### src/rtl/ram_arb_pkg.sv
// ---------------------------------------------------------------------------
// ram_arb_pkg
// Shared types and constants for the Baby / SPI loader RAM arbiter.
//   arb_state_e    : ownership FSM states
//   OWNER_BABY/SPI : encoding of owner_o and of the access-owner select
//   DEF_*          : default geometry of the shared word RAM
// ---------------------------------------------------------------------------
package ram_arb_pkg;

  localparam int DEF_ADDR_W       = 5;
  localparam int DEF_DATA_W       = 32;
  localparam int DEF_HALT_TIMEOUT = 1024;

  localparam logic OWNER_BABY = 1'b0;
  localparam logic OWNER_SPI  = 1'b1;

  typedef enum logic [1:0] {
    BABY_OWN  = 2'd0,
    HALT_WAIT = 2'd1,
    SPI_OWN   = 2'd2,
    RELEASE   = 2'd3
  } arb_state_e;

  // The Baby may issue in every state except SPI_OWN. In RELEASE the issue
  // only becomes visible on the RAM port after the turnaround cycle.
  function automatic logic baby_may_issue(input arb_state_e state);
    return (state != SPI_OWN);
  endfunction

  // The SPI side only issues while it owns the RAM and its session is open,
  // so no new access can start on the edge that leaves SPI_OWN.
  function automatic logic spi_may_issue(input arb_state_e state, input logic cs);
    return (state == SPI_OWN) && cs;
  endfunction

endpackage

### src/rtl/ram_access_seq.sv
// ---------------------------------------------------------------------------
// ram_access_seq
// Single-cycle access sequencer for a synchronous RAM port.
//   req_i/sel_i/we_i/addr_i/wdata_i : owner-muxed request (sel_i = who)
//   ram_en_o/ram_we_o/ram_addr_o/ram_data_o : registered RAM port
//   ram_data_i      : RAM read data, valid the cycle after ram_en_o
//   baby_ack_o/spi_ack_o   : one-cycle completion pulses
//   baby_data_o/spi_data_o : read data, held until the next read completes
//   busy_o          : an access is being issued to the RAM this cycle
// Timing: request sampled at edge k -> enable during the following cycle ->
// ack and read data during the cycle after that. The ack cycle is already
// idle, so a request held through it starts the next access (1 per 2 cycles).
// ---------------------------------------------------------------------------
module ram_access_seq
  import ram_arb_pkg::*;
#(
  parameter int ADDR_W = DEF_ADDR_W,
  parameter int DATA_W = DEF_DATA_W
) (
  input  logic              clk_i,
  input  logic              rst_ni,
  input  logic              req_i,
  input  logic              sel_i,
  input  logic              we_i,
  input  logic [ADDR_W-1:0] addr_i,
  input  logic [DATA_W-1:0] wdata_i,
  output logic              ram_en_o,
  output logic              ram_we_o,
  output logic [ADDR_W-1:0] ram_addr_o,
  output logic [DATA_W-1:0] ram_data_o,
  input  logic [DATA_W-1:0] ram_data_i,
  output logic              baby_ack_o,
  output logic [DATA_W-1:0] baby_data_o,
  output logic              spi_ack_o,
  output logic [DATA_W-1:0] spi_data_o,
  output logic              busy_o
);

  logic              en_r;
  logic              we_r;
  logic [ADDR_W-1:0] addr_r;
  logic [DATA_W-1:0] wdata_r;
  logic              sel_r;
  logic              baby_ack_r;
  logic              spi_ack_r;
  logic              ack_rd_r;
  logic [DATA_W-1:0] baby_hold_r;
  logic [DATA_W-1:0] spi_hold_r;
  logic              issue_s;

  // A new access may start whenever the RAM port is not being driven.
  always_comb begin
    issue_s = 1'b0;
    if (req_i && !en_r) begin
      issue_s = 1'b1;
    end else begin
      issue_s = 1'b0;
    end
  end

  // Issue, acknowledge and read-data hold registers.
  always_ff @(posedge clk_i) begin
    if (!rst_ni) begin
      en_r        <= 1'b0;
      we_r        <= 1'b0;
      addr_r      <= {ADDR_W{1'b0}};
      wdata_r     <= {DATA_W{1'b0}};
      sel_r       <= OWNER_BABY;
      baby_ack_r  <= 1'b0;
      spi_ack_r   <= 1'b0;
      ack_rd_r    <= 1'b0;
      baby_hold_r <= {DATA_W{1'b0}};
      spi_hold_r  <= {DATA_W{1'b0}};
    end else begin
      if (issue_s) begin
        en_r    <= 1'b1;
        we_r    <= we_i;
        addr_r  <= addr_i;
        wdata_r <= wdata_i;
        sel_r   <= sel_i;
      end else begin
        // Address and data stay put so the RAM pins only toggle on issue.
        en_r <= 1'b0;
        we_r <= 1'b0;
      end
      baby_ack_r <= en_r && (sel_r == OWNER_BABY);
      spi_ack_r  <= en_r && (sel_r == OWNER_SPI);
      ack_rd_r   <= en_r && !we_r;
      if (baby_ack_r && ack_rd_r) begin
        baby_hold_r <= ram_data_i;
      end
      if (spi_ack_r && ack_rd_r) begin
        spi_hold_r <= ram_data_i;
      end
    end
  end

  // During a read ack the RAM output register is presented directly; the
  // hold register takes over from the next cycle on.
  always_comb begin
    if (baby_ack_r && ack_rd_r) begin
      baby_data_o = ram_data_i;
    end else begin
      baby_data_o = baby_hold_r;
    end
    if (spi_ack_r && ack_rd_r) begin
      spi_data_o = ram_data_i;
    end else begin
      spi_data_o = spi_hold_r;
    end
  end

  assign ram_en_o   = en_r;
  assign ram_we_o   = we_r;
  assign ram_addr_o = addr_r;
  assign ram_data_o = wdata_r;
  assign baby_ack_o = baby_ack_r;
  assign spi_ack_o  = spi_ack_r;
  assign busy_o     = en_r;

endmodule

### src/rtl/ram_arbiter.sv
// ---------------------------------------------------------------------------
// ram_arbiter
// Ownership arbiter for the shared word RAM between the Baby CPU and the SPI
// loader. An SPI session asks the Baby to halt, waits (bounded) for the halt
// acknowledge, hands the RAM to SPI, and gives it back via one idle cycle.
//   clk_i, rst_ni          : clock, synchronous active-low reset
//   baby_* / spi_*         : per-requester level req / one-cycle ack access
//   baby_halt_o/halted_i   : halt handshake with the Baby core
//   spi_cs_i               : SPI session active (already synchronised)
//   ram_*                  : synchronous RAM port
//   owner_o                : 0 = Baby, 1 = SPI
//   timeout_o              : sticky halt-handshake timeout flag
// ---------------------------------------------------------------------------
module ram_arbiter
  import ram_arb_pkg::*;
#(
  parameter int ADDR_W       = DEF_ADDR_W,
  parameter int DATA_W       = DEF_DATA_W,
  parameter int HALT_TIMEOUT = DEF_HALT_TIMEOUT
) (
  input  logic              clk_i,
  input  logic              rst_ni,
  input  logic              baby_req_i,
  input  logic              baby_we_i,
  input  logic [ADDR_W-1:0] baby_addr_i,
  input  logic [DATA_W-1:0] baby_data_i,
  output logic              baby_ack_o,
  output logic [DATA_W-1:0] baby_data_o,
  output logic              baby_halt_o,
  input  logic              baby_halted_i,
  input  logic              spi_cs_i,
  input  logic              spi_req_i,
  input  logic              spi_we_i,
  input  logic [ADDR_W-1:0] spi_addr_i,
  input  logic [DATA_W-1:0] spi_data_i,
  output logic              spi_ack_o,
  output logic [DATA_W-1:0] spi_data_o,
  output logic              ram_en_o,
  output logic              ram_we_o,
  output logic [ADDR_W-1:0] ram_addr_o,
  output logic [DATA_W-1:0] ram_data_o,
  input  logic [DATA_W-1:0] ram_data_i,
  output logic              owner_o,
  output logic              timeout_o
);

  localparam int CNT_W = (HALT_TIMEOUT > 2) ? $clog2(HALT_TIMEOUT) : 1;
  localparam logic [CNT_W-1:0] CNT_LAST = CNT_W'(HALT_TIMEOUT - 1);

  arb_state_e        state_r;
  logic              owner_r;
  logic              halt_r;
  logic              timeout_r;
  logic              abandon_r;
  logic [CNT_W-1:0]  cnt_r;

  logic              busy_s;
  logic              req_s;
  logic              sel_s;
  logic              we_s;
  logic [ADDR_W-1:0] addr_s;
  logic [DATA_W-1:0] wdata_s;

  // Route the requester allowed to issue in the current state to the sequencer.
  always_comb begin
    req_s   = 1'b0;
    sel_s   = OWNER_BABY;
    we_s    = 1'b0;
    addr_s  = {ADDR_W{1'b0}};
    wdata_s = {DATA_W{1'b0}};
    if (spi_may_issue(state_r, spi_cs_i)) begin
      req_s   = spi_req_i;
      sel_s   = OWNER_SPI;
      we_s    = spi_we_i;
      addr_s  = spi_addr_i;
      wdata_s = spi_data_i;
    end else if (baby_may_issue(state_r)) begin
      req_s   = baby_req_i;
      sel_s   = OWNER_BABY;
      we_s    = baby_we_i;
      addr_s  = baby_addr_i;
      wdata_s = baby_data_i;
    end else begin
      req_s   = 1'b0;
      sel_s   = OWNER_BABY;
    end
  end

  // Ownership FSM with halt request, timeout counter and owner flag.
  always_ff @(posedge clk_i) begin
    if (!rst_ni) begin
      state_r   <= BABY_OWN;
      owner_r   <= OWNER_BABY;
      halt_r    <= 1'b0;
      timeout_r <= 1'b0;
      abandon_r <= 1'b0;
      cnt_r     <= {CNT_W{1'b0}};
    end else begin
      // A timed-out session is not retried until spi_cs_i has dropped;
      // otherwise a still-open session would re-halt the Baby immediately.
      if (!spi_cs_i) begin
        abandon_r <= 1'b0;
      end
      case (state_r)
        BABY_OWN: begin
          if (spi_cs_i && !abandon_r) begin
            state_r <= HALT_WAIT;
            halt_r  <= 1'b1;
            cnt_r   <= {CNT_W{1'b0}};
          end
        end
        HALT_WAIT: begin
          if (!spi_cs_i) begin
            state_r <= BABY_OWN;
            halt_r  <= 1'b0;
          end else if (baby_halted_i && !busy_s) begin
            state_r   <= SPI_OWN;
            owner_r   <= OWNER_SPI;
            timeout_r <= 1'b0;
          end else if (cnt_r == CNT_LAST) begin
            state_r   <= BABY_OWN;
            halt_r    <= 1'b0;
            timeout_r <= 1'b1;
            abandon_r <= 1'b1;
          end else begin
            cnt_r <= cnt_r + CNT_W'(1);
          end
        end
        SPI_OWN: begin
          if (!spi_cs_i && !busy_s) begin
            state_r <= RELEASE;
            owner_r <= OWNER_BABY;
            halt_r  <= 1'b0;
          end
        end
        RELEASE: begin
          state_r <= BABY_OWN;
        end
        default: begin
          state_r <= BABY_OWN;
          owner_r <= OWNER_BABY;
          halt_r  <= 1'b0;
        end
      endcase
    end
  end

  ram_access_seq #(
    .ADDR_W (ADDR_W),
    .DATA_W (DATA_W)
  ) u_seq (
    .clk_i       (clk_i),
    .rst_ni      (rst_ni),
    .req_i       (req_s),
    .sel_i       (sel_s),
    .we_i        (we_s),
    .addr_i      (addr_s),
    .wdata_i     (wdata_s),
    .ram_en_o    (ram_en_o),
    .ram_we_o    (ram_we_o),
    .ram_addr_o  (ram_addr_o),
    .ram_data_o  (ram_data_o),
    .ram_data_i  (ram_data_i),
    .baby_ack_o  (baby_ack_o),
    .baby_data_o (baby_data_o),
    .spi_ack_o   (spi_ack_o),
    .spi_data_o  (spi_data_o),
    .busy_o      (busy_s)
  );

  assign owner_o     = owner_r;
  assign baby_halt_o = halt_r;
  assign timeout_o   = timeout_r;

endmodule
### config.mk
export PLATFORM = sky130hd
export DESIGN_NAME = ram_arbiter
export DESIGN_NICKNAME = d
export VERILOG_FILES = /design/src/rtl/ram_arb_pkg.sv /design/src/rtl/ram_access_seq.sv /design/src/rtl/ram_arbiter.sv
export SDC_FILE = /design/constraint.sdc
export NUM_CORES = 1
export LEC_CHECK = 0
export CAP_MARGIN = 30
export CORE_MARGIN = 10
export CORE_UTILIZATION = 46
export CTS_CLUSTER_DIAMETER = 30
export CTS_CLUSTER_SIZE = 20
export DETAILED_ROUTE_END_ITERATION = 12
export GPL_TIMING_DRIVEN = 0
export HOLD_SLACK_MARGIN = 0.08
export PLACE_DENSITY = 0.81
export SKIP_CTS_REPAIR_TIMING = 1
export SYNTH_ARGS = -nofsm -noshare
export SYNTH_HDL_FRONTEND = slang
export SYNTH_HIERARCHICAL = 1
export SYNTH_SLANG_ARGS = --single-unit
### constraint.sdc
create_clock -name clk_i -period 2.9 [get_ports clk_i]
set_clock_uncertainty 0.2 [all_clocks]
set_input_delay 0.29 -clock clk_i [delete_from_list [all_inputs] [get_ports clk_i]]
set_output_delay 0.29 -clock clk_i [all_outputs]
set_load 0.01 [all_outputs]
# Yosys cells after proc, flatten, opt, wreduce, memory -nomap -nowiden
# Cells that the tools add are included.
# Widths: inputs -> output; s select.
op_classes:
  muxes: 40
  bitwise_logic: 1
  n_reduce_logical: 25
  n_addsub: 1
  eq_ne: 14
op_table:
  columns: ["op", "n"]
  rows:
  - ["$mux 32", 4]
  - ["$mux 10", 4]
  - ["$mux 1", 21]
  - ["$pmux 10 s2", 1]
  - ["$ne 2x2->1 const B", 6]
  - ["$add 10x1->10 const B", 1]
  - ["$eq 10x10->1 const B", 1]
  - ["$logic_and 1x1->1", 10]
  - ["$mux 2", 5]
  - ["$mux 5", 2]
  - ["$reduce_and 5->1", 2]
  - ["$pmux 2 s4", 1]
  - ["$ne 3x3->1 const B", 2]
  - ["$reduce_and 3->1", 2]
  - ["$reduce_bool 2->1", 3]
  - ["$eq 2x2->1 const B", 2]
  - ["$logic_not 1->1", 4]
  - ["$ne 4x4->1 const B", 1]
  - ["$reduce_and 4->1", 1]
  - ["$pmux 1 s3", 1]
  - ["$reduce_bool 3->1", 1]
  - ["$eq 2x1->1 const B", 1]
  - ["$logic_not 2->1", 1]
  - ["$ne 2x1->1 const B", 1]
  - ["3 further kinds", 3]
word_totals:
  reg_bits: 123
  word_cells: 97
  out_inout_bits: 108
  inputBits: 114

# Logic depth before layout (Yosys ltp)
depth:
  ltp_word: 6
  ltp_mapped: 11
  ltp_nobuf: 7

# Hierarchy
# Netlist, hierarchy kept.
by_module_without_submodules:
  columns: ["mod", "area_per_inst_um2", "n_inst", "cells_each", "seq_area_each_um2"]
  rows:
  - ["ram_access_seq", 4782.1, 1, 494, 2142.1]
  - ["ram_arbiter", 1550.2, 1, 245, 320.3]

# Worst setup path after synthesis
# Ideal clock, no wire load.
synth_timing:
  kind: "reg2reg"
  from: "register state_r[0]"
  to: "register u_seq.addr_r[0] (netlist: u_seq/ram_addr_o[0])"
  t_arrival_ns: 2.055
  synth_period_minus_slack_ns: 2.327
  stages_incl_launch_ff: 12
  required_ns: 2.628
  n_path_buf: 4
  slack_ns: 0.573
  setup_time_ns: 0.072
  cell_sequence: "dfxtp_1 -> inv_1 -> ha_1 -> and2_1 -> clkbuf_1 -> clkbuf_1 -> nand2_1 -> o21ai_0 -> nor2b_1 -> clkbuf_1 -> buf_2 -> mux2i_1"
synth_via:
  elab_chain_len: 5
  elab_cells_between_ends: 9
  classes_between: "2 x eq/ne; 5 x mux; 2 x reduce/logical"
synth_rtl:
  columns: ["item", "line_no", "text"]
  rows:
  - ["start, declared", "ram_arbiter.sv:50", "arb_state_e state_r;"]
  - ["start signal, assigned", "ram_arbiter.sv:92", "state_r <= BABY_OWN;"]
  - ["start signal, assigned", "ram_arbiter.sv:107", "state_r <= HALT_WAIT;"]
  - ["start signal, assigned", "ram_arbiter.sv:114", "state_r <= BABY_OWN;"]
  - ["$ne 2x2->1 / $eq 2x2->1 (equally long branches)", "ram_arb_pkg.sv:27, ram_arb_pkg.sv:33", null]
  - ["$mux 1 / $logic_and 1x1->1 (equally long branches)", "ram_arbiter.sv:77, ram_arb_pkg.sv:33", null]
  - ["$mux 1 (*)", "ram_arbiter.sv:71", "if (spi_may_issue(state_r, spi_cs_i)) begin"]
  - ["named net req_s", "ram_arbiter.sv:58", "logic req_s;"]
  - ["$logic_and 1x1->1 (*)", "ram_access_seq.sv:54", "if (req_i && !en_r) begin"]
  - ["$mux 1 (*)", "ram_access_seq.sv:54", null]
  - ["end signal, assigned", "ram_access_seq.sv:66", "addr_r <= {ADDR_W{1'b0}};"]
  - ["end signal, assigned", "ram_access_seq.sv:78", "addr_r <= addr_i;"]
  - ["end, declared", "ram_access_seq.sv:41", "logic [ADDR_W-1:0] addr_r;"]
# Mark *: on every way through the listed nets, which the timed path passes. The rest lies on a longest branch.
# A chain may end at the register's enable or synchronous reset.

# Worst setup path after layout
layout_timing:
  from: "register state_r[0]"
  to: "register u_seq.wdata_r[4] (netlist: u_seq/ram_data_o[4])"
layout_via:
  elab_chain_len: 5
  elab_cells_between_ends: 9
  classes_between: "2 x eq/ne; 5 x mux; 2 x reduce/logical"
layout_rtl:
  columns: ["item", "line_no", "text"]
  rows:
  - ["$ne 2x2->1 / $eq 2x2->1 (equally long branches)", "ram_arb_pkg.sv:27, ram_arb_pkg.sv:33", null]
  - ["$mux 1 / $logic_and 1x1->1 (equally long branches)", "ram_arbiter.sv:77, ram_arb_pkg.sv:33", null]
  - ["$mux 1 (*)", "ram_arbiter.sv:71", null]
  - ["named net req_s", "ram_arbiter.sv:58", null]
  - ["$logic_and 1x1->1 (*)", "ram_access_seq.sv:54", null]
  - ["$mux 1 (*)", "ram_access_seq.sv:54", null]
  - ["end signal, assigned", "ram_access_seq.sv:67", "wdata_r <= {DATA_W{1'b0}};"]
  - ["end signal, assigned", "ram_access_seq.sv:79", "wdata_r <= wdata_i;"]
  - ["end, declared", "ram_access_seq.sv:42", "logic [DATA_W-1:0] wdata_r;"]
# Marks and branches as above.

==> reports/metrics.yaml <==
status: "completed"
synth_cell_type_count: 50
hp-class: "reg -> reg"
met1_usage_pct: 23.8
cts_root_buf: "clkbuf_16"
hold_path_end: "u_seq/ack_rd_r"
dieWidth_um: 137
synth_edf_count: 0
cp_max_fo: 10
final_cell_area_um2: 9470
setup.worst_path.class: "reg -> reg"
p_per_area_nw_per_um2: 515
finalWeightedCongestion: 0.839
cap_violations: 0
gr-usage-met2_pct: 34.9
vdd_ir_drop_max_mv: 0.372
wl_mm: 20.1
wire_per_inst_um: 17.2
relSlewSlack_pct: 62.4
clk_pin_slew_ps: 50
netlist_area_um2: 6330
place_inst: 1136
placed_cell_area_um2: 8760
drc_errors: 0
ant_nets: 0
grt_pass1_vias: 6020
synthCells: 739
final_cell_count_no_fill: 1168
grt_max_degree: 17
avgSynthCellArea_um2: 8.57
ys_async_sr_fraction_pct: 0
clock_path_buffers: 2
drtIter0Drc: 284
antenna_found_initial: 0
synth.largest_area_cell: "dfxtp_1"
setup_viol: 0
hold_viol: 0
syn_nets: 859
grt_pass1_wl_mm: 31.2
portBuffers: 221
crit_path_start_kind: "flop"
core-area_um2: 13300
clock-sinks: 123
areaGrowthSynthToFinish_pct: 49.6
synth-main-ff-cell: "dfxtp_1"
grt_usage_pct: 20.8
clock_latency_ps: 420
totalNegativeSetupSlack_ps: 0
fp-row-count: 42
hold_depth: 1
cp.arrival_ps: 2830
worstReg2RegEnd: "u_seq/ram_data_o[4]"
first_pass_iters: 5
hp-start: "u_seq/ram_we_o"
drive_above_1_share_pct: 14.6
grt_use_met3_pct: 8.12
top_usage_layer: "met2"
vias: 5935
worstRegToRegCells: 11
leakage_nw: 4.05
synth_seq_area_share_pct: 38.9
synthDominantCellAreaShare_pct: 38.9
timing.fmax_mhz: 371
start_util_pct: 47.4
p_sw_mw: 1.08
place_hpwl_mm: 15.1
final_nets: 1099
rsz0062_at_grt: "false"
critPathRequiredTime_ps: 3040
timing.final.crit_period_ps: 2700
endpoint_kind: "flop"
p_clk_share_pct: 51.1
p_seq_share_pct: 36.4
tightest_slew_ps: 564
viasPerCell: 5.08
drv_slew: 0
ys_ff_latch: 123
power_frac_comb_pct: 12.6
cts_tree: "built"
whs_ps: 240
internal-power_mw: 3.80
fill_cells: 1065
die_y_um: 137
h-tree-depth: 4
switching_share_pct: 22.1
startpoint: "state_r[0]"
yosys-top-cells-area: "dfxtp_1 39%, mux2i_1 16%, nand2_1 13%, mux2_2 11%, o21ai_0 3.5%"
r2r_start: "state_r[0]"
dieArea_um2: 18900
globalRouteOverflowTotal: 0
n_antenna_cell: 0
numCtsBuffers: 17
fin_util_pct: 71.0
yosys_warnings: 6
period_share_pct: 93.0
r2r_setup_slack_ps: 200
ios: 222
-- state kept, by name, indices dropped and copies added (netlist names), 5 cells and up, named ones only --
signal and count:
cnt_r 10, u_seq/baby_hold_r 32, u_seq/ram_addr_o 5, u_seq/ram_data_o 32, u_seq/spi_hold_r 32
-- layout by cell type (no fill, tap or decap), drive strengths merged, types with 3 or more instances in the layout --
| cell type | Yosys | layout |
|---|---|---|
| and2 | 5 | 5 |
| or4 | 4 | 4 |
| mux2 | 64 | 64 |
| and3 | 4 | 4 |
| o31ai | 4 | 4 |
| clkbuf | 14 | 35 |
| o21ai | 45 | 45 |
| inv | 45 | 45 |
| bufinv | 0 | 6 |
| buf | 38 | 39 |
| nand2 | 224 | 224 |
| dfxtp | 123 | 123 |
| nand2b | 4 | 4 |
| nand4 | 4 | 4 |
| a21oi | 10 | 10 |
| ha | 6 | 6 |
| o211ai | 3 | 3 |
| clkdlybuf4s50 | 0 | 221 |
| mux2i | 104 | 104 |
| nor3 | 6 | 6 |
| nor2 | 8 | 8 |
-- final cells by class --
| class | instances | area (um2) | area share, % |
|---|---|---|---|
| Buffer | 52 | 272 | 2.87 |
| Clock buffer | 22 | 494 | 5.22 |
| Clock inverter | 10 | 209 | 2.21 |
| Inverter | 45 | 169 | 1.78 |
| Multi-Input combinational cell | 519 | 3440 | 36.3 |
| Sequential cell | 123 | 2460 | 26.0 |
| Tap cell | 176 | 220 | 2.32 |
| Timing Repair Buffer | 221 | 2210 | 23.3 |
-- synthesized netlist by cell type (3+ instances only) --
| cell type | count |
|---|---|
| and2_1 | 4 |
| buf_4 | 4 |
| mux2i_1 | 104 |
| mux2_2 | 64 |
| a21oi_1 | 10 |
| nor3_1 | 5 |
| nand4_1 | 3 |
| nand2_1 | 223 |
| o21ai_0 | 44 |
| or4_1 | 4 |
| buf_2 | 31 |
| nand2b_1 | 4 |
| o31ai_1 | 4 |
| clkbuf_1 | 13 |
| and3_1 | 3 |
| ha_1 | 6 |
| dfxtp_1 | 123 |
| nor2_1 | 8 |
| inv_1 | 45 |
-- kinds of logic after synthesis --
kind of cell             share of synthesized area, %
flip-flops                                       38.9
multiplexers                                     27.8
adder cells (fa/ha/maj)                          1.19
buffers and inverters                            6.90
AND/OR/NAND/NOR                                  18.1
AO/OA/AOI/OAI                                    7.07
-- layer usage --
| layer | up-vias | share of wire, % | routed length (um) |
|---|---|---|---|
| li1 | 2962 | - | - |
| met1 | 2733 | 41 | 8160 |
| met2 | 216 | 48 | 9720 |
| met3 | 24 | 9.7 | 1960 |
| met4 | 0 | 1.5 | 298 |
| met5 | - | 0 | 0 |
-- critical path, stage by stage (launching register included) --
cell	delay (ps)
dfxtp_1	340
inv_1	130
ha_2	290
and2_1	150
clkbuf_1	170
buf_2	280
nand2_1	100
o21ai_0	90
nor2b_1	150
clkbuf_1	140
buf_2	330
mux2i_1	240
-- power by group through the flow --
stage / clock network, mW / registers (mW) / logic [mW]
2_1_floorplan: 0 / 1.82 / 0.252
3_3_place_gp: 0 / 1.81 / 0.604
3_5_place_dp: 0 / 1.81 / 0.612
4_1_cts: 2.51 / 1.77 / 0.617
5_1_grt: 2.58 / 1.78 / 0.669
6_report: 2.49 / 1.77 / 0.614
-- through the flow --
| stage | total power [mW] | setup WS (ps) |
|---|---|---|
| CTS | 4.90 | -250 |
| detailed placement | 2.42 | -410 |
| floorplan | 2.08 | 573 |
| global route | 5.03 | 4.44 |
| global placement | 2.41 | -302 |
| finish | 4.88 | 202 |
-- how the worst max path moves through the flow --
stage                                 to  slack (ps)  cells after the start
detailed placement   u_seq/ram_addr_o[2]        -410                     11
global route        u_seq/ram_data_o[28]           4                     11
global placement    u_seq/ram_data_o[30]        -300                     11
floorplan            u_seq/ram_addr_o[0]         570                     11
CTS                  u_seq/ram_addr_o[2]        -250                     11
finish               u_seq/ram_data_o[4]         200                     11
No activity file was read; power rests on OpenSTA's default activity.
==> variant 1, RTL diff (config.mk and constraints unchanged) <==
Change the package constant `DEF_HALT_TIMEOUT` from 1024 to 512.
--- a/src/rtl/ram_arb_pkg.sv
+++ b/src/rtl/ram_arb_pkg.sv
@@ -9,7 +9,7 @@
 
   localparam int DEF_ADDR_W       = 5;
   localparam int DEF_DATA_W       = 32;
-  localparam int DEF_HALT_TIMEOUT = 1024;
+  localparam int DEF_HALT_TIMEOUT = 512;
 
   localparam logic OWNER_BABY = 1'b0;
   localparam logic OWNER_SPI  = 1'b1;
Function: no difference found for any inputs over 4 cycles, from zero or initial values and one cycle with rst_ni low; that may be too few to reach the edited logic, so the function may still have changed.
==> variant 1 against the original RTL <==
Power fell by 6.8%; area after synthesis fell by 3.3%; final area fell by 3.5%; die area fell by 2.8%; worst setup slack improved by 55 ps; routed wire length fell by 0.31%; sequential cell count fell by 1; worst hold slack improved by 5.6 ps; clock power fell by 16%; critical path type is now reg -> out.
==> variant 1: results <==
<?xml version="1.0" encoding="UTF-8"?>
<metrics>
  <group name="status">
    <metric name="run_status" unit="">finished clean</metric>
  </group>
  <group name="grt">
    <metric name="grt_antenna_before_repair" unit="">0</metric>
    <metric name="gr-usage-all-layers" unit="%">21.47</metric>
    <metric name="first_global_vias" unit="">6084</metric>
    <metric name="grt_max_degree" unit="">17</metric>
    <metric name="first_pass_grt_wire_length" unit="um">31550</metric>
  </group>
  <group name="place">
    <metric name="io_buffers" unit="">220</metric>
    <metric name="dp.final_hpwl" unit="um">15470</metric>
    <metric name="routabilityCongestion" unit="">0.8133</metric>
    <metric name="postPlaceCellArea" unit="mm2">0.008548</metric>
  </group>
  <group name="worst_setup_path">
    <metric name="r2r_slack" unit="ps">270</metric>
    <metric name="critical_path.max_fanout" unit="">10</metric>
    <metric name="cp_data_arrival_time" unit="ps">2150</metric>
    <metric name="critPathLaunch" unit="">u_seq/ack_rd_r</metric>
    <metric name="worst-r2r-cell-count" unit="">10</metric>
    <metric name="crit_path_end" unit="">spi_data_o[29]</metric>
    <metric name="r2r_end" unit="">u_seq/ram_data_o[28]</metric>
    <metric name="max_stage_delay" unit="ps">500</metric>
    <metric name="critPathSlowestCell" unit="">sky130_fd_sc_hd__clkdlybuf4s50_1</metric>
    <metric name="critPathTopFamily" unit="">buffers and inverters</metric>
  </group>
  <group name="drt">
    <metric name="vias_per_cell" unit="">5.274</metric>
    <metric name="wl_per_cell" unit="um">18.58</metric>
    <metric name="drt-initial-drc-count" unit="">324</metric>
    <metric name="dr.pass1.iters" unit="">4</metric>
  </group>
  <group name="sta">
    <metric name="fmax" unit="MHz">378.3</metric>
    <metric name="maxSlewHeadroom" unit="%">59.97</metric>
  </group>
  <group name="cells_and_area">
    <metric name="post_route_cells_drive_above_1_share" unit="%">16.26</metric>
    <metric name="nets" unit="">1012</metric>
  </group>
  <group name="clock_tree">
    <metric name="cts_root_buffer" unit="">sky130_fd_sc_hd__clkbuf_16</metric>
    <metric name="h_tree_level_count" unit="">4</metric>
  </group>
  <group name="logic_synthesis">
    <metric name="yosysSeqAreaShare" unit="%">39.87</metric>
    <metric name="synth_common_cells" unit="">sky130_fd_sc_hd__nand2_1 (189), sky130_fd_sc_hd__dfxtp_1 (122), sky130_fd_sc_hd__mux2i_1 (105), sky130_fd_sc_hd__mux2_2 (64), sky130_fd_sc_hd__a22o_1 (39)</metric>
    <metric name="post_synth_num_cell_types" unit="">46</metric>
    <metric name="syn_nets" unit="">773</metric>
    <metric name="post_synth_main_area_contributors" unit="">sky130_fd_sc_hd__dfxtp_1 (40%), sky130_fd_sc_hd__mux2i_1 (17%), sky130_fd_sc_hd__mux2_2 (12%), sky130_fd_sc_hd__nand2_1 (12%), sky130_fd_sc_hd__a22o_1 (5.6%)</metric>
  </group>
  <group name="power">
    <metric name="vdd_ir_drop_max" unit="uV">440.4</metric>
    <metric name="p_leak" unit="uW">0.003880</metric>
  </group>
</metrics>
## variant 1: changes by cell type after synthesis, moves of 6 or more
cell	before	now
sky130_fd_sc_hd__buf_2	31	37
sky130_fd_sc_hd__a21oi_1	10	3
sky130_fd_sc_hd__inv_1	45	4
sky130_fd_sc_hd__nand2_1	223	189
sky130_fd_sc_hd__a22o_1	0	39
sky130_fd_sc_hd__o21ai_0	44	4
## variant 1: worst min path at each step
stage	end	slack, ps
3_3_place_gp	u_seq/ack_rd_r	230
2_1_floorplan	u_seq/baby_ack_o	200
6_report	u_seq/ack_rd_r	250
3_5_place_dp	u_seq/ack_rd_r	240
5_1_grt	u_seq/spi_hold_r[7]	270
4_1_cts	abandon_r	-80
## variant 1: through the flow
stage	setup WS, ps	util [%]	cells
6_report	256.8	69.62	1080
5_1_grt	27.28	69.62	1080
4_1_cts	169.2	69.57	1080
3_5_place_dp	196.2	65.07	1048
3_3_place_gp	292.1	65.07	1048
2_1_floorplan	607.8	-	652
## variant 1: kinds of logic (layout without fill, tap and decap cells)
family	Yosys count	after routing	share of synthesized area, %
AOI/OAI and AO/OA	73	73	9.682
adders and majority gates	7	7	1.430
buffers and inverters	57	309	4.677
DFF	122	122	39.87
muxes	169	169	28.92
and+or+nand+nor	224	224	15.42
## variant 1: layout make-up
cell class,instances,area [um2]
Clock buffer,24,501.7
Multi-Input combinational cell,473,3397
Clock inverter,8,90.09
Fill cell,991,3991
Sequential cell,122,2442
Tap cell,176,220.2
Timing Repair Buffer,221,2212
Buffer,52,267.8
Inverter,4,15.01
## variant 1: report_power, final
group,internal (uW),total [uW],switching [uW]
Combinational,369,688,319
Clock,1370,2090,722
Sequential,1730,1770,37.3
Total,3470,4550,1080
## variant 1: routing by layer
layer  wire, um  share of wire, %  track usage (%)  vias to the layer above
met5          0                 0                0                        -
met4        372               1.9            6.758                        0
met3       1649               8.2            8.123                       30
met2       9981                50            37.82                      211
met1       8064                40            23.24                     2701
li1           -                 -                -                     2754
==> variant 2, RTL diff (same settings) <==
Made on the original files. Make the reset (`rst_ni`) asynchronous in 2 clocked blocks. Comments in the files are not updated.
--- a/src/rtl/ram_access_seq.sv
+++ b/src/rtl/ram_access_seq.sv
@@ -59,7 +59,7 @@
   end
 
   // Issue, acknowledge and read-data hold registers.
-  always_ff @(posedge clk_i) begin
+  always_ff @(posedge clk_i or negedge rst_ni) begin
     if (!rst_ni) begin
       en_r        <= 1'b0;
       we_r        <= 1'b0;
--- a/src/rtl/ram_arbiter.sv
+++ b/src/rtl/ram_arbiter.sv
@@ -87,7 +87,7 @@
   end
 
   // Ownership FSM with halt request, timeout counter and owner flag.
-  always_ff @(posedge clk_i) begin
+  always_ff @(posedge clk_i or negedge rst_ni) begin
     if (!rst_ni) begin
       state_r   <= BABY_OWN;
       owner_r   <= OWNER_BABY;
Behaviour: differs if rst_ni is asserted again (counterexample within 4 cycles, from zero or initial values and one cycle with rst_ni low); with rst_ni held inactive, the same outputs for 10 cycles.
==> variant 2 against the original RTL <==
Routed wire length decreased by 17%; final area decreased by 9.9%; worst setup slack got worse by 50 ps; cell count decreased by 26%; count of clock-buffer cells in the layout increased by 3; fmax decreased by 1.8%; sequential cell count unchanged; area after synthesis decreased by 13%; die area decreased by 11%; via count decreased by 26%.
Power is not compared: it rests on default switching activity, and its combinational part moved more than twofold at a synthesized area within 25%.
==> variant 2: results <==
<?xml version="1.0" encoding="UTF-8"?>
<metrics>
  <group name="worst_setup_path">
    <metric name="max_stage_delay" unit="ps">420</metric>
    <metric name="critPathLaunch" unit="">state_r[0]</metric>
  </group>
  <group name="grt">
    <metric name="first_pass_grt_wire_length" unit="um">25980</metric>
    <metric name="met1_usage" unit="%">22.09</metric>
    <metric name="grt.met2_usage" unit="%">33.12</metric>
    <metric name="use_met3" unit="%">9.625</metric>
    <metric name="first_global_vias" unit="">4795</metric>
  </group>
  <group name="logic_synthesis">
    <metric name="ys.flop_type" unit="">sky130_fd_sc_hd__dfrtp_1</metric>
    <metric name="yosysSeqAreaShare" unit="%">55.78</metric>
    <metric name="post_synth_main_area_contributors" unit="">sky130_fd_sc_hd__dfrtp_1 (56%), sky130_fd_sc_hd__mux2_2 (20%), sky130_fd_sc_hd__nand2_1 (3.5%), sky130_fd_sc_hd__inv_1 (3.1%), sky130_fd_sc_hd__o21ai_1 (3.1%)</metric>
    <metric name="syn_nets" unit="">582</metric>
    <metric name="post_synth_num_cell_types" unit="">43</metric>
    <metric name="synthArstFlopShare" unit="%">100.0</metric>
    <metric name="synthesized_instance_count" unit="">463</metric>
  </group>
  <group name="sta">
    <metric name="hold-worst-slack" unit="ps">226.3</metric>
    <metric name="tightest_pin_transition" unit="ps">524.2</metric>
    <metric name="setup_slack" unit="ps">151.8</metric>
  </group>
  <group name="drt">
    <metric name="dr.pass1.iters" unit="">4</metric>
    <metric name="route.vias.total" unit="">4420</metric>
  </group>
  <group name="cells_and_area">
    <metric name="multi_input_area" unit="mm2">0.002101</metric>
    <metric name="clock_buffer_count" unit="">25</metric>
    <metric name="nonClockInverterCount" unit="">46</metric>
    <metric name="multi_input_combinational_area_share" unit="%">24.60</metric>
    <metric name="area_share_clock_buf_inv" unit="%">6.812</metric>
    <metric name="nets" unit="">823</metric>
  </group>
  <group name="status">
    <metric name="run_status" unit="">finished clean</metric>
  </group>
  <group name="place">
    <metric name="dp.final_hpwl" unit="um">12890</metric>
    <metric name="routabilityCongestion" unit="">0.8048</metric>
    <metric name="io_buffers" unit="">220</metric>
    <metric name="postPlaceCellArea" unit="mm2">0.007928</metric>
  </group>
  <group name="worst_hold_path">
    <metric name="min_path_type" unit="">in -&gt; async</metric>
  </group>
</metrics>
==> variant 2: routing by layer <==
layer  up-vias  part of all wire [%]
met3        18                    11
met1      2150                    40
li1       2060                     -
met4         0                   1.2
met5         -                     0
met2       192                    48
==> variant 2: worst paths after layout <==
kind | to
max in group asynchronous | u_seq/ram_data_o[4]
setup / recovery | u_seq/ram_data_o[14]
setup reg to reg | u_seq/ram_data_o[14]
hold reg to reg | u_seq/ack_rd_r
min in group clk_i | u_seq/ack_rd_r
hold / removal | u_seq/baby_hold_r[1]
==> variant 2: power by group through the flow <==
stage	registers [uW]	clock network [uW]	logic, uW
floorplan	2860	0	1740
global placement	2750	0	3920
detailed placement	2800	0	4010
CTS	2790	2090	4060
global route	2880	2160	4310
finish	2790	2050	4010
==> variant 2: logic make-up after synthesis <==
family,count (synthesis),synth area share [%]
AND/OR/NAND/NOR,86,7.778
flip-flops,123,55.78
adder cells (fa/ha/maj),5,1.134
buffers and inverters,73,6.372
AO/OA/AOI/OAI,72,7.755
multiplexers,104,21.18
